File: src/rtl/prbs_random_generator.sv
// Divided-rate PRBS source (PRBS-7 x^7+x^6+1; PRBS-15 x^15+x^14+1 when PRBS15_EN is defined).
// The bit and the rollover pulse update on the tick edge itself; there is no handshake and no backpressure.
module prbs_random_generator (
   input  logic        clk,
   input  logic        reset,
   input  logic [31:0] user_freq,
   output logic        signal_out,
   output logic        signal_cycle
);

`ifdef PRBS15_EN
   localparam int LW = 15;
`else
   localparam int LW = 7;
`endif
   localparam logic [LW-1:0] SEED = '1;

   logic [31:0]   cnt;
   logic [31:0]   div_max;
   logic          tick;
   logic          fb;
   logic [LW-1:0] lfsr;
   logic [LW-1:0] lfsr_next;

   // Compare with >= so that lowering user_freq below the running count ticks at once.
   always_comb begin
      div_max   = (user_freq <= 32'd1) ? 32'd0 : user_freq - 32'd1;
      tick      = (cnt >= div_max);
      fb        = lfsr[LW-1] ^ lfsr[LW-2];
      lfsr_next = (lfsr == '0) ? SEED : {lfsr[LW-2:0], fb};
   end

   always_ff @(posedge clk or posedge reset) begin
      if (reset) begin
         cnt          <= 32'd0;
         lfsr         <= SEED;
         signal_out   <= 1'b0;
         signal_cycle <= 1'b0;
      end else begin
         cnt          <= tick ? 32'd0 : cnt + 32'd1;
         signal_cycle <= tick && (lfsr_next == SEED);
         if (tick) begin
            signal_out <= lfsr[LW-1];
            lfsr       <= lfsr_next;
         end
      end
   end

endmodule

File: config.mk
export PLATFORM = sky130hd
export DESIGN_NAME = prbs_random_generator
export DESIGN_NICKNAME = d
export VERILOG_FILES = /design/src/rtl/prbs_random_generator.sv
export SDC_FILE = /design/constraint.sdc
export NUM_CORES = 1
export LEC_CHECK = 0
export CAP_MARGIN = 20
export CORE_MARGIN = 4
export CORE_UTILIZATION = 44
export CTS_BUF_LIST = sky130_fd_sc_hd__clkbuf_16
export CTS_CLUSTER_SIZE = 25
export DETAILED_ROUTE_END_ITERATION = 8
export PLACE_DENSITY_LB_ADDON = 0.3
export SYNTH_ARGS = -nofsm -noshare
export SYNTH_HDL_FRONTEND = slang
export SYNTH_SLANG_ARGS = --single-unit
export TNS_END_PERCENT = 50
File: constraint.sdc
create_clock -name clk -period 2.5 [get_ports clk]
set_input_delay 0.375 -clock clk [delete_from_list [all_inputs] [get_ports clk]]
set_output_delay 0.375 -clock clk [all_outputs]
set_load 0.05 [all_outputs]
==> metrics.md <==
| Metric | Value |
|---|---|
| Outcome | `finished, violations left` |
| Failing checks | `negative setup slack` |
| Worst hold endpoint | `lfsr[2]` |
| Ports | `36` |
| Antenna diodes | `0` |
| PwrDens | `347.8 nW/um^2` |
| Reg-to-reg startpoint | `cnt[0]` |
| Routed WL per cell | `15.54 um` |
| Area growth, synth to finish | `51.40%` |
| Commonest non-fill, non-tap cells in the layout | `72 x buf_4, 49 x nand2_1, 38 x xor2_1, 36 x nor2_1, 34 x dfrtp_1` |
| Area occupied by multi-input gates | `2482 um^2` |
| NumNets Final | `576` |
| Post-route DRC | `0` |
| Fin cells | `607` |
| Post-Syn Nets | `459` |
| Peak VDD IR | `0.4998 mV` |
| Reg2reg setup slack | `-80 ps` |
| R2r worst-path depth | `10` |
| Setup crit start kind | `input port` |
| Initial Utilization | `0.4533` |
| Delay-heaviest family, CP | `simple AND/OR/NAND/NOR gates` |
| Storage cell area | `1035 um^2` |
| Buf+Inv Stages, Crit Path | `3` |
| #FFs+latches synth | `41` |
| Reg2Reg Capture Point | `cnt[29]` |
| Hold path depth | `2` |
| Final setup TNS | `-64340 ps` |
| Clock sinks | `41` |
| Via-to-Cell Ratio | `5.306` |
| FFs w/ async S/R, synth | `1.000` |
| Initial antenna violation count | `0` |
| Post-synth EDFFs | `0` |
| Final Cycle Share | `1.663` |
| Distinct cell type count after synthesis | `39` |
| Synth Area in Compound Gates | `0.05753` |
| Required time worst endpoint | `2700 ps` |
| Gr usage total | `0.1954` |
| Critical-path top delay cell | `or4_4` |
| Hold Crit Class | `flop to flop` |
| RePlAce Congestion | `0.8577` |
| Largest net degree at the start of global routing | `42` |
| Clock Root Buffer | `clkbuf_16` |
| First-pass GRT wire length | `14.02 mm` |
| Clock buffer depth | `2` |
| Clock Pin Slew Worst Setup and Hold Paths | `60 ps` |
| Crit path cell chain | `buf_6, or4_4, or3_4, or3_4, or4_4, and2_4, ha_4, nand2b_4, a2111oi_4, nor4_2, o41a_1, or3_4, buf_4, clkbuf_16, nor2_1` |
| Slew Viols, Final | `0` |
| ANT nets after route | `0` |
| Register area share after synthesis | `0.3130` |
| Fmax | `240.5 MHz` |
| Simple-Gate Fraction of Synth Area | `0.2907` |
| Die area | `8963 um^2` |
| Die W | `94.68 um` |
| Worst Min Path Start | `lfsr[2]` |
| Design Power | `1.740 mW` |
| Static Leak | `2.274 nW` |
| GR Overflow Total | `0` |
| Max-cap violations | `0` |
| WS Path Type | `input port to flop` |
| H-tree level count | `2` |
| Setup violators final | `41` |
| WL final | `9.431 mm` |
| Placed cells | `587` |
| Tmin final | `4159 ps` |
| Worst EP arrival | `4360 ps` |
| IO Port Bufs | `35` |
| Worst-Margin Slew | `507.1 ps` |
| Vias | `3221` |
| Adder-Cell Fraction of Synth Area | `0.1325` |
| Detailed Routing Iterations Pass 1 | `4` |
| Syn. warnings | `0` |
| Fraction of layout cells with a size suffix above 1 | `0.3071` |
| FP Rows | `31` |
| Clock skew | `7.858 ps` |
| Fraction of synthesized cell area in xor and xnor cells | `0.1484` |
| Mean Syn Cell Area | `8.476 um^2` |
| CTS tree | `yes` |
| CP Max Fanout | `9` |
| Mapped Cells | `390` |
| Synthesized area | `3306 um^2` |
| Fillers | `542` |
| Rel. slew slack | `0.6593` |
| Core area | `7292 um^2` |
| Most common cell after layout, fill and taps aside | `buf_4` |
| Detailed placement HPWL | `6.142 mm` |
| CP most frequent cell | `or3_4` |
| Fin worst setup slack | `-1659 ps` |
| Hold Vio Cnt, Final | `0` |
| CP Capture Type | `flop` |
| Crit-path max cell delay | `520 ps` |
| Synth Flop Type | `dfrtp_1` |
| Mux contribution to synthesized area | `0.02877` |
| Vias in the first global route | `3154` |
| Later-pin clock latency in the skew report | `280 ps` |
| RSZ-0062 raised after global routing | `yes` |
| Largest family of logic cells by synthesized area | `simple AND/OR/NAND/NOR gates` |
| Die Ht | `94.68 um` |
| Initial DRC Count | `110` |
| Cts bufs inserted | `5` |
## stage by stage
| stage | utilization | setup slack, ps | hold slack (ps) | cell area [um^2] |
|---|---|---|---|---|
| floorplan | - | -1840 | 459.2 | 3376 |
| global placement | 0.5945 | -2234 | 471.3 | 4335 |
| detailed placement | 0.5945 | -2363 | 489.5 | 4335 |
| CTS | 0.6512 | -1481 | 495.4 | 4748 |
| global route | 0.6863 | -1764 | 509.4 | 5005 |
| finish | 0.6863 | -1659 | 498.1 | 5005 |
## layer usage
layer	GRT usage	up-vias	routed length [um]
met1	0.2560	1515	4217
met5	0	-	0
met3	0.02151	19	346
met4	0.05168	0	199
li1	-	1611	-
met2	0.3417	76	4667
## worst max-delay path by stage
stage / slack, ps / start / cells past startpoint / endpoint
after CTS: -1480 / user_freq[23] / 15 / lfsr[0]
after global routing: -1760 / user_freq[7] / 16 / cnt[29]
after floorplan: -1840 / user_freq[23] / 17 / cnt[0]
after detailed placement: -2360 / user_freq[23] / 16 / lfsr[5]
after global placement: -2230 / user_freq[23] / 16 / lfsr[1]
final: -1660 / user_freq[23] / 15 / cnt[29]
## report_power, final
| part | total (mW) | leakage [nW] | internal, mW | switching (mW) |
|---|---|---|---|---|
| sequential | 0.675 | 0.539 | 0.671 | 0.00442 |
| combinational | 0.246 | 1.64 | 0.136 | 0.110 |
| clock | 0.819 | 0.0938 | 0.570 | 0.249 |
## Yosys cell counts, types with 2 or more instances
cell	n	area, um^2
buf_6	2	22.52
nor4_1	8	50.05
xor2_1	38	332.8
xnor2_1	18	157.7
nand2_1	51	191.4
dfrtp_1	34	850.8
and3b_1	2	17.52
a211oi_1	3	22.52
inv_1	12	45.04
buf_2	2	10.01
a21o_1	2	15.01
or2_2	2	12.51
nand2b_1	2	12.51
nor3_1	14	70.07
nand4_1	17	106.4
dfstp_2	7	183.9
nand3_1	18	90.09
o21ai_0	7	35.03
ha_1	35	437.9
nor2_1	56	210.2
and4_1	3	26.28
nor3b_1	2	15.01
or3_1	8	50.05
mux2_2	4	45.04
or4_1	8	60.06
mux2i_1	5	50.05
clkbuf_1	4	15.01
a21oi_1	13	65.06
and3_1	3	18.77
## final cells by class
type                    count  share of cell area
inverters                  12            0.009000
repair buffers            119              0.2255
multi-input cells         328              0.4960
flip-flops and latches     41              0.2067
clock inverters             3             0.01300
well taps                  99             0.02475
clock buffers               5             0.02500
## sequential cells by signal, indices dropped and copies added (netlist names)
name,cells
cnt,32
signal_out,1
signal_cycle,1
lfsr,7
## tightest hold or removal path, delay by kind of cell, from the launching register on
| family | cells | cell delay [ps] |
|---|---|---|
| DFF | 1 | 380 |
| buffers and inverters | 1 | 50 |
| muxes | 1 | 60 |
## cell families after synthesis
logic type                 after synthesis
DFF                                     41
muxes                                    9
and+or+nand+nor                        197
buffers and inverters                   21
adders and majority gates               35
xor gates and xnor gates                56
AOI/OAI and AO/OA                       31
## repair_timing
item | CTS | global route
buffers inserted | 4 | 4
endpoints found under the hold margin | 0 | 0
resized for setup | 60 | 45
hold buffers | 0 | 0
pin swaps | 13 | 15
setup endpoints to repair | 41 | 41
cloned | 3 | 4
Note: power is estimated with default switching activity, not from simulation.
